## config.mk

```make
export PLATFORM = sky130hd
export DESIGN_NAME = tinyalu_requester
export DESIGN_NICKNAME = d
export VERILOG_FILES = /design/src/rtl/tinyalu_pkg.sv /design/src/rtl/tinyalu_req_stats.sv /design/src/rtl/tinyalu_requester.sv
export SDC_FILE = /design/constraint.sdc
export NUM_CORES = 1
export LEC_CHECK = 0
export ABC_AREA = 1
export CAP_MARGIN = 15
export CELL_PAD_IN_SITES_DETAIL_PLACEMENT = 2
export CELL_PAD_IN_SITES_GLOBAL_PLACEMENT = 2
export CORE_MARGIN = 2
export CORE_UTILIZATION = 24
export DETAILED_ROUTE_END_ITERATION = 12
export PLACE_DENSITY = 0.93
export SLEW_MARGIN = 20
export SYNTH_ARGS = -nofsm -noshare
export SYNTH_HDL_FRONTEND = slang
export SYNTH_SLANG_ARGS = --single-unit
```

## constraint.sdc

```tcl
create_clock -name clk -period 3.1 [get_ports clk]
set_input_delay 0.31 -clock clk [delete_from_list [all_inputs] [get_ports clk]]
set_output_delay 0.31 -clock clk [all_outputs]
set_load 0.005 [all_outputs]
```

## src/rtl/tinyalu_pkg.sv

```systemverilog
`default_nettype none
// ============================================================================
//  Module      : tinyalu_pkg
//  Description : Shared types for the TinyALU requester: opcodes, response
//                status codes, requester FSM states and a small opcode helper.
//  Revision    : 1.0  initial release
// ============================================================================
package tinyalu_pkg;

    localparam int OP_W     = 3;
    localparam int DATA_W   = 8;
    localparam int RESULT_W = 16;
    localparam int STATUS_W = 2;

    typedef enum logic [OP_W-1:0] {
        NO_OP = 3'd0,
        ADD   = 3'd1,
        AND   = 3'd2,
        XOR   = 3'd3,
        MUL   = 3'd4
    } op_e;

    typedef enum logic [STATUS_W-1:0] {
        OK      = 2'd0,
        TIMEOUT = 2'd1,
        ILLEGAL = 2'd2
    } status_e;

    typedef enum logic [1:0] {
        IDLE = 2'd0,
        BUSY = 2'd1,
        RESP = 2'd2
    } req_state_e;

    // True for opcodes that require a start/done exchange with the ALU.
    function automatic logic is_alu_op(input logic [OP_W-1:0] op);
        return (op == ADD) || (op == AND) || (op == XOR) || (op == MUL);
    endfunction

endpackage : tinyalu_pkg
`default_nettype wire

```

## src/rtl/tinyalu_req_stats.sv

```systemverilog
`default_nettype none
// ============================================================================
//  Module      : tinyalu_req_stats
//  Description : Three saturating 16-bit response counters (OK, TIMEOUT,
//                ILLEGAL), each bumped on the cycle the requester enters RESP.
//  Ports       : clk, reset_n (sync, active-low)
//                rsp_enter   - requester is entering RESP this cycle
//                rsp_status  - status being loaded on that entry
//                stat_*_cnt  - counter values
//  Revision    : 1.0  initial release
// ============================================================================
module tinyalu_req_stats
    import tinyalu_pkg::*;
(
    input  logic                clk,
    input  logic                reset_n,
    input  logic                rsp_enter,
    input  logic [STATUS_W-1:0] rsp_status,
    output logic [15:0]         stat_ok_cnt,
    output logic [15:0]         stat_tmo_cnt,
    output logic [15:0]         stat_ill_cnt
);

    localparam logic [15:0] c_SAT = 16'hFFFF;

    logic [15:0] r_ok_cnt;
    logic [15:0] r_tmo_cnt;
    logic [15:0] r_ill_cnt;

    always_ff @(posedge clk) begin
        if (!reset_n) begin
            r_ok_cnt  <= '0;
            r_tmo_cnt <= '0;
            r_ill_cnt <= '0;
        end else if (rsp_enter) begin
            if ((rsp_status == OK) && (r_ok_cnt != c_SAT))
                r_ok_cnt <= r_ok_cnt + 16'd1;
            if ((rsp_status == TIMEOUT) && (r_tmo_cnt != c_SAT))
                r_tmo_cnt <= r_tmo_cnt + 16'd1;
            if ((rsp_status == ILLEGAL) && (r_ill_cnt != c_SAT))
                r_ill_cnt <= r_ill_cnt + 16'd1;
        end
    end

    assign stat_ok_cnt  = r_ok_cnt;
    assign stat_tmo_cnt = r_tmo_cnt;
    assign stat_ill_cnt = r_ill_cnt;

endmodule : tinyalu_req_stats
`default_nettype wire

```

## src/rtl/tinyalu_requester.sv

```systemverilog
`default_nettype none
// ============================================================================
//  Module      : tinyalu_requester
//  Description : Initiator side of the TinyALU start/done protocol. Takes one
//                command at a time on a valid/ready port, drives the ALU,
//                waits for done (or times out) and returns result + status on
//                a valid/ready response port.
//  Ports       : clk, reset_n (sync, active-low)
//                cmd_valid/cmd_ready/cmd_op/cmd_a/cmd_b   - command in
//                alu_start/alu_op/alu_a/alu_b             - to TinyALU
//                alu_done/alu_result                      - from TinyALU
//                rsp_valid/rsp_ready/rsp_result/rsp_status - response out
//                stat_ok/tmo/ill_cnt (only with TINYALU_REQ_STATS_EN)
//  Config      : `define TINYALU_REQ_STATS_EN adds response counters.
//  Revision    : 1.0  initial release
// ============================================================================
module tinyalu_requester
    import tinyalu_pkg::*;
#(
    parameter int TIMEOUT_CYCLES = 16,
    parameter int DRAIN_CYCLES   = 3
)(
    input  logic                clk,
    input  logic                reset_n,
    input  logic                cmd_valid,
    output logic                cmd_ready,
    input  logic [OP_W-1:0]     cmd_op,
    input  logic [DATA_W-1:0]   cmd_a,
    input  logic [DATA_W-1:0]   cmd_b,
    output logic                alu_start,
    output logic [OP_W-1:0]     alu_op,
    output logic [DATA_W-1:0]   alu_a,
    output logic [DATA_W-1:0]   alu_b,
    input  logic                alu_done,
    input  logic [RESULT_W-1:0] alu_result,
    output logic                rsp_valid,
    input  logic                rsp_ready,
    output logic [RESULT_W-1:0] rsp_result,
    output logic [STATUS_W-1:0] rsp_status
`ifdef TINYALU_REQ_STATS_EN
    ,
    output logic [15:0]         stat_ok_cnt,
    output logic [15:0]         stat_tmo_cnt,
    output logic [15:0]         stat_ill_cnt
`endif
);

    localparam int TMO_W   = (TIMEOUT_CYCLES > 2) ? $clog2(TIMEOUT_CYCLES) : 1;
    localparam int DRAIN_W = (DRAIN_CYCLES > 1) ? $clog2(DRAIN_CYCLES + 1) : 1;

    localparam logic [TMO_W-1:0]   c_TMO_LAST  = TMO_W'(TIMEOUT_CYCLES - 1);
    localparam logic [DRAIN_W-1:0] c_DRAIN_LD  = DRAIN_W'(DRAIN_CYCLES);

    // ------------------------------------------------------------------
    // State and datapath registers
    // ------------------------------------------------------------------
    req_state_e            r_state;
    logic [TMO_W-1:0]      r_tmo_cnt;
    logic [DRAIN_W-1:0]    r_drain_cnt;
    logic                  r_alu_start;
    logic [OP_W-1:0]       r_alu_op;
    logic [DATA_W-1:0]     r_alu_a;
    logic [DATA_W-1:0]     r_alu_b;
    logic [RESULT_W-1:0]   r_rsp_result;
    status_e               r_rsp_status;

    req_state_e            w_state_nxt;
    logic [TMO_W-1:0]      w_tmo_nxt;
    logic [DRAIN_W-1:0]    w_drain_nxt;
    logic                  w_alu_start_nxt;
    logic [OP_W-1:0]       w_alu_op_nxt;
    logic [DATA_W-1:0]     w_alu_a_nxt;
    logic [DATA_W-1:0]     w_alu_b_nxt;
    logic [RESULT_W-1:0]   w_rsp_result_nxt;
    status_e               w_rsp_status_nxt;
    logic                  w_cmd_ready;
    logic                  w_accept;

    // The drain window keeps cmd_ready low after start falls so that late
    // done pulses from the ALU cannot be mistaken for the next command's.
    assign w_cmd_ready = (r_state == IDLE) && (r_drain_cnt == '0);
    assign w_accept    = cmd_valid && w_cmd_ready;

    always_ff @(posedge clk) begin
        if (!reset_n) begin
            r_state      <= IDLE;
            r_tmo_cnt    <= '0;
            r_drain_cnt  <= '0;
            r_alu_start  <= 1'b0;
            r_alu_op     <= '0;
            r_alu_a      <= '0;
            r_alu_b      <= '0;
            r_rsp_result <= '0;
            r_rsp_status <= OK;
        end else begin
            r_state      <= w_state_nxt;
            r_tmo_cnt    <= w_tmo_nxt;
            r_drain_cnt  <= w_drain_nxt;
            r_alu_start  <= w_alu_start_nxt;
            r_alu_op     <= w_alu_op_nxt;
            r_alu_a      <= w_alu_a_nxt;
            r_alu_b      <= w_alu_b_nxt;
            r_rsp_result <= w_rsp_result_nxt;
            r_rsp_status <= w_rsp_status_nxt;
        end
    end

    always_comb begin
        w_state_nxt      = r_state;
        w_tmo_nxt        = r_tmo_cnt;
        w_drain_nxt      = (r_drain_cnt != '0) ? (r_drain_cnt - 1'b1) : '0;
        w_alu_start_nxt  = r_alu_start;
        w_alu_op_nxt     = r_alu_op;
        w_alu_a_nxt      = r_alu_a;
        w_alu_b_nxt      = r_alu_b;
        w_rsp_result_nxt = r_rsp_result;
        w_rsp_status_nxt = r_rsp_status;

        case (r_state)
            IDLE: begin
                if (w_accept) begin
                    if (is_alu_op(cmd_op)) begin
                        // ALU operands stay on the ports until the next
                        // accept; the ALU result mux keys on alu_op.
                        w_alu_op_nxt    = cmd_op;
                        w_alu_a_nxt     = cmd_a;
                        w_alu_b_nxt     = cmd_b;
                        w_alu_start_nxt = 1'b1;
                        w_tmo_nxt       = '0;
                        w_state_nxt     = BUSY;
                    end else begin
                        w_rsp_result_nxt = '0;
                        w_rsp_status_nxt = (cmd_op == NO_OP) ? OK : ILLEGAL;
                        w_state_nxt      = RESP;
                    end
                end
            end

            BUSY: begin
                // done is checked first so a done on the expiry cycle wins.
                if (alu_done) begin
                    w_rsp_result_nxt = alu_result;
                    w_rsp_status_nxt = OK;
                    w_alu_start_nxt  = 1'b0;
                    w_drain_nxt      = c_DRAIN_LD;
                    w_state_nxt      = RESP;
                end else if (r_tmo_cnt == c_TMO_LAST) begin
                    w_rsp_result_nxt = '0;
                    w_rsp_status_nxt = TIMEOUT;
                    w_alu_start_nxt  = 1'b0;
                    w_drain_nxt      = c_DRAIN_LD;
                    w_state_nxt      = RESP;
                end else begin
                    w_tmo_nxt = r_tmo_cnt + 1'b1;
                end
            end

            RESP: begin
                if (rsp_ready) begin
                    w_state_nxt = IDLE;
                end
            end

            default: begin
                w_state_nxt     = IDLE;
                w_alu_start_nxt = 1'b0;
            end
        endcase
    end

    assign cmd_ready  = w_cmd_ready;
    assign alu_start  = r_alu_start;
    assign alu_op     = r_alu_op;
    assign alu_a      = r_alu_a;
    assign alu_b      = r_alu_b;
    assign rsp_valid  = (r_state == RESP);
    assign rsp_result = r_rsp_result;
    assign rsp_status = r_rsp_status;

`ifdef TINYALU_REQ_STATS_EN
    logic w_rsp_enter;

    assign w_rsp_enter = (r_state != RESP) && (w_state_nxt == RESP);

    tinyalu_req_stats u_stats (
        .clk          (clk),
        .reset_n      (reset_n),
        .rsp_enter    (w_rsp_enter),
        .rsp_status   (w_rsp_status_nxt),
        .stat_ok_cnt  (stat_ok_cnt),
        .stat_tmo_cnt (stat_tmo_cnt),
        .stat_ill_cnt (stat_ill_cnt)
    );
`else
    // Statistics counters not built in this configuration.
`endif

endmodule : tinyalu_requester
`default_nettype wire
```

==> flow_summary_export.csv <==
group,metric,value,unit
worst_setup_path,rr_worst_depth,8,
run_status,run_status,"finished, final reports clean",
detailed_routing,first_pass_iters,4,
global_route,antenna_found_initial,0,
cts,root_buffer,"clkbuf_8",
global_route,grt_max_degree,29,
global_route,grt-ovfl-total,0,
global_route,grt_first_pass_wirelength,9990,µm
power,p_seq_share,47.8,%
worst_hold_path,whs_path_depth,2,
timing,min_period,1.85,ns
worst_setup_path,worst-path-buf-inv,2,
worst_setup_path,r2r-start,"r_tmo_cnt[0]$_SDFFE_PN0P_",
final_layout,drive_above_1_share,14.0,%
worst_setup_path,crit_required,2.79,ns
worst_setup_path,worstPathCellList,"inv_2, nand2_2, nor2_4, clkdlybuf4s50_1",
power,pwr-share-comb,21.3,%
die,start_util,24.6,%
timing,worstMarginPinSlew,0.902,ns
timing,fmax,540,MHz
timing,grt_setup_unrepaired,"no",
worst_setup_path,arrival,1.54,ns
yosys,yosysTopAreaCell,"dfxtp_1",
die,io_pins,80,
yosys,synth.avg_cell_area,8.00,µm²
power,p_leak,1.03,nW
final_layout,stdcell_count,417,
timing,fin_skew,0.00641,ns
timing,relSlewSlack,39.8,%
cts,clk_latency,0.31,ns
yosys,synth_top_area_share,48.8,%
final_layout,syn_to_final_growth,51.2,%
cts,hold_buffers,0,
worst_setup_path,start_kind,"flop",
worst_setup_path,endpoint_kind,"primary output",
place,io_buffers,79,
die,die_x,92.7,µm
yosys,yosysUniqueCellTypes,28,
cts,cts_buffers,5,
power,p_switching,0.382,mW
power,p_int,0.980,mW
run,maxCapViolations,0,
cts,cts_sinks,46,
worst_hold_path,min-delay-start,"rsp_result[3]$_SDFFE_PN0P_",
yosys,synth_area_leaders,"dfxtp_1, nor2_1, nand2_1",
timing,hold_viol_final,0,
place,place_inst,409,
detailed_routing,routed_via_density,4.41,
detailed_routing,drt_iter0_drc,64,
cts,cts_resized,0,
yosys,synth_edf_count,0,
yosys,syn_area,0.00189,mm²
detailed_routing,drc,0,
place,gp_congestion,0.785,
power,vdd_drop_max,0.000183,V
die,coreArea,0.00769,mm²
worst_hold_path,holdCritPathClass,"flop to flop",
detailed_routing,drt-total-wl,6110,µm
yosys,synth-main-ff-cell,"dfxtp_1",
yosys,syn_nets,277,
yosys,synth_most_common_cell,"nor2_1",
timing,setup_viol,0,
timing,maxSlewViolCount,0,
power,switching_share,28.1,%
global_route,grt_pass1_vias,2059,
cts,post_cts_buffers,0,
cts,htree_levels,2,
cts,cts_tree,"yes",
die,die-area,0.00859,mm²
detailed_routing,ant_nets,0,
final_layout,nets,355,
worst_setup_path,timing.rr.end,"rsp_status[1]$_SDFFE_PN0P_",
worst_setup_path,critical-path-max-stage-delay,0.51,ns
yosys,synth-seq-cells,46,
detailed_routing,routedWlPerCell,14.7,µm
final_layout,diodes,0,
worst_setup_path,crit_fanout,3,
global_route,grtUsageTotal,14.9,%
worst_hold_path,hold-path-endpoint,"rsp_result[3]$_SDFFE_PN0P_",
cts,cts_buffer_depth,2,
final_layout,fillers,883,
power,power_frac_clock,30.9,%
yosys,yosys_warnings,0,
worst_setup_path,cpMaxStageDelayCell,"clkdlybuf4s50_1",
yosys,syn-instance-count,236,
worst_setup_path,worst-setup-path-type,"flop to primary output",
power,p_per_area,477,mW/mm²
die,fp-row-count,32,
timing,fin_setup_tns,0,ns
worst_setup_path,crit_family,"buffers and inverters",
yosys,synthArstFlopShare,0,%
place,dp_hpwl,4630,µm
timing,finalCritPeriodShare,59.7,%
yosys,ys_seq_area_share,48.8,%
worst_setup_path,r2r_slack,1.33,ns
die,die_h,92.7,µm
cts,clk_pin_slew,0.09,ns
detailed_routing,num_vias,1839,
yosys,synth_top_cells_by_count,"nor2_1, dfxtp_1, nand2_1",
[flip-flops by register name, summed over array words and instances, names as in the netlist]
name,cells
rsp_result,16
alu_a,8
alu_b,8
r_tmo_cnt,4
alu_op,3
r_drain_cnt,2
r_state,2
rsp_status,2
alu_start,1
[stage by stage]
step                util (%)  instance area [µm²]  power, mW  setup WS [ns]  hold WS, ns
CTS                     37.1                 2860       1.39           1.21        0.480
floorplan                  -                 1890      0.810           1.69        0.433
global route            37.1                 2860       1.44           1.16        0.498
finish                  37.1                 2860       1.36           1.25        0.475
detailed placement      35.8                 2750      0.962           1.11        0.466
global placement        35.8                 2750      0.946           1.21        0.459
[cells by family after synthesis]
group	Yosys count	share of synthesized area (%)
compound gates	51	15.6
buf+inv	24	6.63
flops	46	48.8
xor+xnor	1	0.464
simple gates	113	27.8
fa+ha+maj	1	0.663
[layout by cell type, fill, tap and decap left out]
| cell type | synthesis | final |
|---|---|---|
| nor2_2 | 1 | 1 |
| clkinv_4 | 0 | 1 |
| o211ai_1 | 1 | 1 |
| nand2_4 | 1 | 1 |
| nand3_4 | 1 | 1 |
| nand3_2 | 1 | 1 |
| nor2_1 | 47 | 47 |
| inv_1 | 10 | 10 |
| o21ai_1 | 1 | 1 |
| nand4_1 | 1 | 1 |
| nand3_1 | 7 | 7 |
| buf_4 | 1 | 1 |
| o21ai_0 | 22 | 22 |
| xor2_1 | 1 | 1 |
| clkbuf_8 | 0 | 7 |
| inv_6 | 1 | 1 |
| ha_1 | 1 | 1 |
| nand2_2 | 12 | 12 |
| dfxtp_1 | 46 | 46 |
| nor2_4 | 4 | 4 |
| inv_2 | 4 | 4 |
| a21oi_1 | 17 | 17 |
| nand2_1 | 38 | 38 |
| clkdlybuf4s50_1 | 0 | 79 |
| a21oi_2 | 10 | 10 |
[power by group through the flow]
stage	clock network, mW	logic (mW)	registers, mW
floorplan	0	0.146	0.664
global placement	0	0.283	0.663
detailed placement	0	0.296	0.665
CTS	0.439	0.299	0.652
global route	0.459	0.324	0.656
finish	0.421	0.291	0.651
[metal layers]
metal / GRT usage (%) / up-vias / wire length [µm]
li1: - / 914 / -
met1: 15.9 / 867 / 2440
met2: 28.7 / 53 / 3300
met3: 3.91 / 5 / 304
met4: 4.04 / 0 / 65
met5: 0 / - / 0
[worst max path at each step]
stage,from,slack [ns],to,depth (start not counted)
6_report,r_state[1]$_SDFFE_PN0P_,1.25,cmd_ready,4
3_5_place_dp,cmd_op[1],1.11,alu_b[3]$_SDFFE_PN0P_,7
3_3_place_gp,cmd_op[1],1.21,r_tmo_cnt[3]$_SDFFE_PN0P_,8
4_1_cts,r_state[1]$_SDFFE_PN0P_,1.21,cmd_ready,4
5_1_grt,r_tmo_cnt[0]$_SDFFE_PN0P_,1.16,rsp_status[1]$_SDFFE_PN0P_,8
2_1_floorplan,r_tmo_cnt[0]$_SDFFE_PN0P_,1.69,rsp_result[10]$_SDFFE_PN0P_,9
[tightest hold or removal path: stages (launching register included)]
cell and delay (ns):
dfxtp_1 0.32, nand2_1 0.06, a21oi_1 0.05
[cell type report]
cell class | count | area, µm² | area share (%)
flip-flops and latches | 46 | 921 | 32.3
multi-input cells | 166 | 842 | 29.5
repair buffers | 80 | 798 | 28.0
well taps | 102 | 128 | 4.47
clock buffers | 7 | 96.3 | 3.37
inverters | 15 | 61.3 | 2.15
clock inverters | 1 | 8.76 | 0.307
No activity file was read; power rests on OpenSTA's default activity.
